<file path="config.mk">
export PLATFORM = sky130hd
export DESIGN_NAME = audio_track_ctrl
export DESIGN_NICKNAME = d
export VERILOG_FILES = /design/src/rtl/audio_track_ctrl.sv
export SDC_FILE = /design/constraint.sdc
export NUM_CORES = 1
export LEC_CHECK = 0
export BUFFER_PORTS_ARGS = -buffer_cell sky130_fd_sc_hd__buf_2
export CORE_MARGIN = 1
export CORE_UTILIZATION = 57
export DETAILED_ROUTE_END_ITERATION = 10
export GPL_TIMING_DRIVEN = 0
export PLACE_DENSITY = 0.89
export SLEW_MARGIN = 20
export SYNTH_ARGS = -nofsm -noshare
export SYNTH_HDL_FRONTEND = slang
export SYNTH_SLANG_ARGS = --single-unit
export TNS_END_PERCENT = 20
</file>
<file path="constraint.sdc">
create_clock -name i_clk -period 4 [get_ports i_clk]
set_clock_uncertainty 0.05 [all_clocks]
set_input_delay 0.4 -clock i_clk [delete_from_list [all_inputs] [get_ports i_clk]]
set_output_delay 0.4 -clock i_clk [all_outputs]
set_load 0.02 [all_outputs]
</file>
<file path="src/rtl/audio_track_ctrl.sv">
// Record/play control FSM for a multi-track WM8731 audio path over NUM_TRACKS equal SRAM regions.
// Optional macro AUDIO_TRACK_LOOP_EN: loop the active track at its end instead of returning to IDLE.
module audio_track_ctrl #(
    parameter int ADDR_W     = 20,
    parameter int NUM_TRACKS = 4,
    localparam int TRK_W     = $clog2(NUM_TRACKS)
) (
    input  logic                  i_clk,
    input  logic                  i_rst,
    input  logic                  i_init_done,
    input  logic                  i_key_rec,
    input  logic                  i_key_play,
    input  logic                  i_key_stop,
    input  logic [TRK_W-1:0]      i_track_sel,
    input  logic [ADDR_W-1:0]     i_rec_addr,
    input  logic [ADDR_W-1:0]     i_play_addr,
    output logic                  o_i2c_start,
    output logic                  o_rec_start,
    output logic                  o_rec_pause,
    output logic                  o_rec_stop,
    output logic                  o_play_start,
    output logic                  o_play_pause,
    output logic                  o_play_stop,
    output logic                  o_player_en,
    output logic                  o_sram_we_n,
    output logic                  o_rec_sel,
    output logic [ADDR_W-1:0]     o_track_base,
    output logic [ADDR_W-1:0]     o_track_end,
    output logic [NUM_TRACKS-1:0] o_track_valid,
    output logic [2:0]            o_state
);

    typedef enum logic [2:0] {
        S_INIT       = 3'd0,
        S_IDLE       = 3'd1,
        S_RECD       = 3'd2,
        S_RECD_PAUSE = 3'd3,
        S_PLAY       = 3'd4,
        S_PLAY_PAUSE = 3'd5
    } state_t;

    localparam int LOW_W = ADDR_W - TRK_W;

    state_t                r_state;
    state_t                w_state_nxt;
    logic [TRK_W-1:0]      r_active_track;
    logic [TRK_W-1:0]      w_active_nxt;
    logic [ADDR_W-1:0]     r_end [NUM_TRACKS];
    logic [NUM_TRACKS-1:0] r_valid;
    logic [NUM_TRACKS-1:0] w_valid_nxt;
    logic                  w_commit;
    logic                  w_key_stop;
    logic                  w_key_rec;
    logic                  w_key_play;
    logic [ADDR_W-1:0]     w_track_limit;
    logic                  w_rec_start;
    logic                  w_rec_pause;
    logic                  w_rec_stop;
    logic                  w_play_start;
    logic                  w_play_pause;
    logic                  w_play_stop;
    logic                  r_rec_start;
    logic                  r_rec_pause;
    logic                  r_rec_stop;
    logic                  r_play_start;
    logic                  r_play_pause;
    logic                  r_play_stop;
    logic                  r_i2c_start;
    logic                  r_player_en;
    logic                  r_sram_we_n;
    logic                  r_rec_sel;
    logic [ADDR_W-1:0]     r_track_base;
    logic [ADDR_W-1:0]     r_track_end;
`ifdef AUDIO_TRACK_LOOP_EN
    logic                  r_loop_pend;
    logic                  w_loop_pend_nxt;
`endif

    // Key priority stop > rec > play; lower keys pressed together are dropped.
    assign w_key_stop = i_key_stop;
    assign w_key_rec  = i_key_rec & ~i_key_stop;
    assign w_key_play = i_key_play & ~i_key_stop & ~i_key_rec;

    // Last word of the active region; the low bits saturate so it never crosses into the next track.
    assign w_track_limit = {r_active_track, {LOW_W{1'b1}}};

    // Next-state, track bookkeeping and command-pulse decode.
    always_comb begin
        w_state_nxt  = r_state;
        w_active_nxt = r_active_track;
        w_valid_nxt  = r_valid;
        w_commit     = 1'b0;
        w_rec_start  = 1'b0;
        w_rec_pause  = 1'b0;
        w_rec_stop   = 1'b0;
        w_play_start = 1'b0;
        w_play_pause = 1'b0;
        w_play_stop  = 1'b0;
`ifdef AUDIO_TRACK_LOOP_EN
        w_loop_pend_nxt = 1'b0;
`endif
        case (r_state)
            S_INIT: begin
                if (i_init_done) begin
                    w_state_nxt = S_IDLE;
                end else begin
                    w_state_nxt = S_INIT;
                end
            end
            S_IDLE: begin
                if (w_key_rec) begin
                    w_active_nxt             = i_track_sel;
                    w_valid_nxt[i_track_sel] = 1'b0;
                    w_rec_start              = 1'b1;
                    w_state_nxt              = S_RECD;
                end else if (w_key_play && r_valid[i_track_sel]) begin
                    w_active_nxt = i_track_sel;
                    w_play_start = 1'b1;
                    w_state_nxt  = S_PLAY;
                end else begin
                    w_state_nxt = S_IDLE;
                end
            end
            S_RECD: begin
                if (w_key_rec) begin
                    w_rec_pause = 1'b1;
                    w_state_nxt = S_RECD_PAUSE;
                end else if (w_key_stop || (i_rec_addr == w_track_limit)) begin
                    w_commit                    = 1'b1;
                    w_valid_nxt[r_active_track] = (i_rec_addr != r_track_base);
                    w_rec_stop                  = 1'b1;
                    w_state_nxt                 = S_IDLE;
                end else begin
                    w_state_nxt = S_RECD;
                end
            end
            S_RECD_PAUSE: begin
                // Resume re-uses the pause toggle; the recorder keeps its write pointer.
                if (w_key_rec) begin
                    w_rec_pause = 1'b1;
                    w_state_nxt = S_RECD;
                end else if (w_key_stop) begin
                    w_commit                    = 1'b1;
                    w_valid_nxt[r_active_track] = (i_rec_addr != r_track_base);
                    w_rec_stop                  = 1'b1;
                    w_state_nxt                 = S_IDLE;
                end else begin
                    w_state_nxt = S_RECD_PAUSE;
                end
            end
            S_PLAY: begin
                if (w_key_play) begin
                    w_play_pause = 1'b1;
                    w_state_nxt  = S_PLAY_PAUSE;
                end else if (w_key_stop) begin
                    w_play_stop = 1'b1;
                    w_state_nxt = S_IDLE;
`ifdef AUDIO_TRACK_LOOP_EN
                end else if (r_loop_pend) begin
                    w_play_start = 1'b1;
                    w_state_nxt  = S_PLAY;
                end else if (i_play_addr >= r_track_end) begin
                    w_play_stop     = 1'b1;
                    w_loop_pend_nxt = 1'b1;
                    w_state_nxt     = S_PLAY;
`else
                end else if (i_play_addr >= r_track_end) begin
                    w_play_stop = 1'b1;
                    w_state_nxt = S_IDLE;
`endif
                end else begin
                    w_state_nxt = S_PLAY;
                end
            end
            S_PLAY_PAUSE: begin
                if (w_key_play) begin
                    w_play_pause = 1'b1;
                    w_state_nxt  = S_PLAY;
                end else if (w_key_stop) begin
                    w_play_stop = 1'b1;
                    w_state_nxt = S_IDLE;
                end else begin
                    w_state_nxt = S_PLAY_PAUSE;
                end
            end
            default: begin
                w_state_nxt = S_IDLE;
            end
        endcase
    end

    // State, active track and valid flags.
    always_ff @(posedge i_clk or posedge i_rst) begin
        if (i_rst) begin
            r_state        <= S_INIT;
            r_active_track <= {TRK_W{1'b0}};
            r_valid        <= {NUM_TRACKS{1'b0}};
        end else begin
            r_state        <= w_state_nxt;
            r_active_track <= w_active_nxt;
            r_valid        <= w_valid_nxt;
        end
    end

    // Per-track end addresses, written only on commit.
    always_ff @(posedge i_clk or posedge i_rst) begin
        if (i_rst) begin
            for (int i = 0; i < NUM_TRACKS; i++) begin
                r_end[i] <= {ADDR_W{1'b0}};
            end
        end else if (w_commit) begin
            r_end[r_active_track] <= i_rec_addr;
        end
    end

`ifdef AUDIO_TRACK_LOOP_EN
    // Restart request held for one cycle between the loop stop and start pulses.
    always_ff @(posedge i_clk or posedge i_rst) begin
        if (i_rst) begin
            r_loop_pend <= 1'b0;
        end else begin
            r_loop_pend <= w_loop_pend_nxt;
        end
    end
`endif

    // Registered command pulses and state-decoded levels, aligned with the new state.
    always_ff @(posedge i_clk or posedge i_rst) begin
        if (i_rst) begin
            r_rec_start  <= 1'b0;
            r_rec_pause  <= 1'b0;
            r_rec_stop   <= 1'b0;
            r_play_start <= 1'b0;
            r_play_pause <= 1'b0;
            r_play_stop  <= 1'b0;
            r_i2c_start  <= 1'b1;
            r_player_en  <= 1'b0;
            r_sram_we_n  <= 1'b1;
            r_rec_sel    <= 1'b0;
            r_track_base <= {ADDR_W{1'b0}};
            r_track_end  <= {ADDR_W{1'b0}};
        end else begin
            r_rec_start  <= w_rec_start;
            r_rec_pause  <= w_rec_pause;
            r_rec_stop   <= w_rec_stop;
            r_play_start <= w_play_start;
            r_play_pause <= w_play_pause;
            r_play_stop  <= w_play_stop;
            r_i2c_start  <= (w_state_nxt == S_INIT);
            r_player_en  <= (w_state_nxt == S_PLAY);
            r_sram_we_n  <= (w_state_nxt != S_RECD);
            r_rec_sel    <= (w_state_nxt == S_RECD);
            r_track_base <= {w_active_nxt, {LOW_W{1'b0}}};
            r_track_end  <= w_commit ? i_rec_addr : r_end[w_active_nxt];
        end
    end

    assign o_i2c_start   = r_i2c_start;
    assign o_rec_start   = r_rec_start;
    assign o_rec_pause   = r_rec_pause;
    assign o_rec_stop    = r_rec_stop;
    assign o_play_start  = r_play_start;
    assign o_play_pause  = r_play_pause;
    assign o_play_stop   = r_play_stop;
    assign o_player_en   = r_player_en;
    assign o_sram_we_n   = r_sram_we_n;
    assign o_rec_sel     = r_rec_sel;
    assign o_track_base  = r_track_base;
    assign o_track_end   = r_track_end;
    assign o_track_valid = r_valid;
    assign o_state       = r_state;

endmodule

</file>
==> impl_metrics.tcl <==
set metrics [dict create \
    synth_area_per_cell_um2 12.50 \
    fin_crit_ns 2.562 \
    r2r_end "o_player_en$_DFF_PP0_" \
    p_clk_share_pct 24.2 \
    hp-class "primary input to register" \
    syn_area_mm2 0.006276 \
    syn_to_final_growth_pct 19.40 \
    yosysTopAreaCell "dfrtp_1" \
    period_share_pct 64.06 \
    drtAntennaViolNets 0 \
    wl_per_cell_um 19.33 \
    hold_end "r_end[18]$_DFFE_PP0P_" \
    antenna_found_initial 0 \
    num_vias 4574 \
    arrival_ns 2.93 \
    worstMarginPinSlew_ns 0.5768 \
    grt_setup_unrepaired "false" \
    start_kind "register" \
    num_antenna_cells 0 \
    cts_tree "built" \
    cts_setup_buffers 0 \
    portBuffers 84 \
    grt_pass1_vias 4642 \
    fp-row-count 37 \
    yosysWarnings 0 \
    synth-xor-area-share_pct 0.2791 \
    synth_compound_area_share_pct 8.134 \
    worst_r2r_startpoint "o_track_end[0]$_DFF_PP0_" \
    synth_top_family_by_area "multiplexers" \
    setup_violations 0 \
    yosys.area_share.adder_pct 3.987 \
    stdcell_count 771 \
    hold_viol 0 \
    slowest_stage "a2111oi_0" \
    async_flop_share_pct 100.0 \
    power.leakage_nw 3.605 \
    synthDistinctLibCells 55 \
    fmax_mhz 390.3 \
    maxCapViolCount 0 \
    gp_congestion 0.8965 \
    pin_count 105 \
    slew_headroom_pct 61.55 \
    final_core_util_pct 71.31 \
    dp_hpwl_um 9923 \
    cp.buffers_inverters 0 \
    synth_top_area_share_pct 46.65 \
    synth_seq_cells 119 \
    cp_top_family "compound AO/OA/AOI/OAI gates" \
    via_per_inst 5.933 \
    switching_share_pct 35.10 \
    grt_pass1_wl_um 23740 \
    die_area_mm2 0.01143 \
    ff2ff_path_depth 7 \
    dr.first_iter.drc_count 337 \
    grt_start_max_net_pins 73 \
    p_comb_share_pct 40.0 \
    hold_path.startpoint "i_rec_addr[18]" \
    critical_path.max_stage_delay_ns 0.49 \
    drive_gt1_share_pct 39.06 \
    wirelength_um 14900 \
    seq_area_frac_synth_pct 47.49 \
    insertion_delay_ns 0.52 \
    clock_sinks 119 \
    status "completed" \
    crit_required_ns 4.37 \
    synthMuxAreaShare_pct 23.70 \
    vdd_drop_max_mv 0.3572 \
    die_w_um 106.9 \
    root_buffer "clkbuf_8" \
    synth_area_leaders "dfrtp_1 (47%), mux2_4 (9.8%), mux2_2 (7.0%), mux2i_1 (6.5%), ha_1 (4.0%)" \
    die_y_um 106.9 \
    path_cells "ha_1 > nand2b_1 > a2111oi_0 > a2bb2oi_1 > a21oi_1 > o31a_1 > nor3b_1" \
    slew_violations 0 \
    p_int_mw 3.597 \
    yosys.area_share.simple_pct 8.413 \
    pwr-share-seq_pct 35.8 \
    cts.path.max_buffers 2 \
    grt_overflow 0 \
    p_switching_mw 1.945 \
    fp.coreArea_mm2 0.01051 \
    firstDrtPassIters 5 \
    layout.nets 693 \
    worstSetupEndpointType "register" \
    powerDensity_mw_per_mm2 739.6 \
    synth_edf_count 0 \
    synth_cells 502 \
    grt_usage_pct 27.77 \
    clk_pin_slew_ns 0.06 \
    whs_path_depth 2 \
    crit_fanout 4 \
    start_util_pct 59.72 \
    cts_resized 0 \
    numCtsBuffers 17 \
    synth_flop_cell "dfrtp_1" \
    route.detailed.drc 0 \
    rrSetupSlack_ns 1.44 \
    cts.htree.levels 4 \
    worst-setup-path-type "register to register" \
    dp_cells 740 \
]
==> power by group through the flow <==
stage | registers, mW | clock network, mW | logic, mW
floorplan | 2.10 | 0 | 1.44
global placement | 1.94 | 0 | 2.08
detailed placement | 1.97 | 0 | 2.18
CTS | 1.97 | 1.35 | 2.22
global route | 2.02 | 1.40 | 2.39
finish | 1.98 | 1.34 | 2.22
==> through the flow <==
| step | instance area [um^2] | hold slack [ns] | power, mW | setup WS [ns] | setup TNS, ns |
|---|---|---|---|---|---|
| global route | 7493 | 0.1329 | 5.813 | 1.324 | 0 |
| CTS | 7493 | 0.1283 | 5.537 | 1.433 | 0 |
| finish | 7493 | 0.1431 | 5.542 | 1.438 | 0 |
| floorplan | 6340 | 0.3819 | 3.536 | 0.3958 | 0 |
| global placement | 6930 | 0.4178 | 4.025 | -0.6815 | -78.77 |
| detailed placement | 6963 | 0.4120 | 4.157 | 1.332 | 0 |
==> how the worst max path moves through the flow <==
stage / start / end / slack, ns / cells after the start
CTS: o_track_end[0]$_DFF_PP0_ / o_player_en$_DFF_PP0_ / 1.43 / 7
global placement: i_rst / r_end[71]$_DFFE_PP0P_ / -0.68 / 2
global route: o_track_end[0]$_DFF_PP0_ / o_player_en$_DFF_PP0_ / 1.32 / 7
detailed placement: i_play_addr[0] / o_player_en$_DFF_PP0_ / 1.33 / 9
floorplan: i_rst / o_play_pause$_DFF_PP0_ / 0.40 / 1
finish: o_track_end[0]$_DFF_PP0_ / o_player_en$_DFF_PP0_ / 1.44 / 7
==> cells in the mapped netlist (6+ instances only) <==
master / number
a21oi_1: 12
o21ai_0: 6
nand2_1: 14
buf_8: 6
inv_1: 23
a221oi_1: 18
buf_6: 10
nand4_1: 6
dfrtp_1: 117
ha_1: 20
mux2_4: 41
nand3_1: 6
nor2_1: 43
buf_4: 23
mux2_2: 39
mux2i_1: 41
==> cells by family (layout without fill, tap and decap cells) <==
group / Yosys count / after routing
compound gates: 66 / 66
xor+xnor: 2 / 2
fa+ha+maj: 20 / 20
buf+inv: 70 / 186
flops: 119 / 119
mux: 123 / 123
other cells: 1 / 18
simple gates: 101 / 101
==> flip-flops by register name, indices dropped and copies added, names as in the netlist <==
register	cells
o_i2c_start	1
o_state	3
o_track_base	2
o_play_stop	1
o_rec_sel	1
o_play_start	1
o_rec_start	1
r_end	80
o_rec_stop	1
o_sram_we_n	1
o_track_valid	4
o_track_end	20
o_rec_pause	1
o_play_pause	1
o_player_en	1
==> cell usage in the layout (no fill, tap or decap), types with 14 or more instances in the layout <==
master / instances
mux2_2: 39
a221oi_1: 18
mux2_4: 41
inv_1: 22
buf_2: 87
mux2i_1: 41
nor2_1: 43
conb_1: 18
nand2_1: 14
ha_1: 20
clkbuf_16: 16
dfrtp_1: 117
buf_4: 23
==> per-layer routing <==
layer	vias up	routed length (um)	global-route usage, %
met1	2303	6227	35.73
li1	2005	-	-
met2	232	7342	44.79
met3	34	939	6.505
met5	-	0	0
met4	0	395	12.43
==> layout make-up <==
class / instances / area, um^2
plain buffers: 46 / 405.4
clock buffers: 24 / 460.4
clock inverters: 5 / 50.05
fillers: 656 / 3015
inverters: 24 / 97.59
multi-input cells: 330 / 2861
flip-flops and latches: 119 / 2980
well taps: 136 / 170.2
repair buffers: 87 / 467.9
==> what timing repair did <==
action | CTS | global route
setup endpoints to repair | 0 | 0
hold buffers | 2 | 0
hold endpoints to repair | 48 | 0
Note: power is estimated with default switching activity, not from simulation.
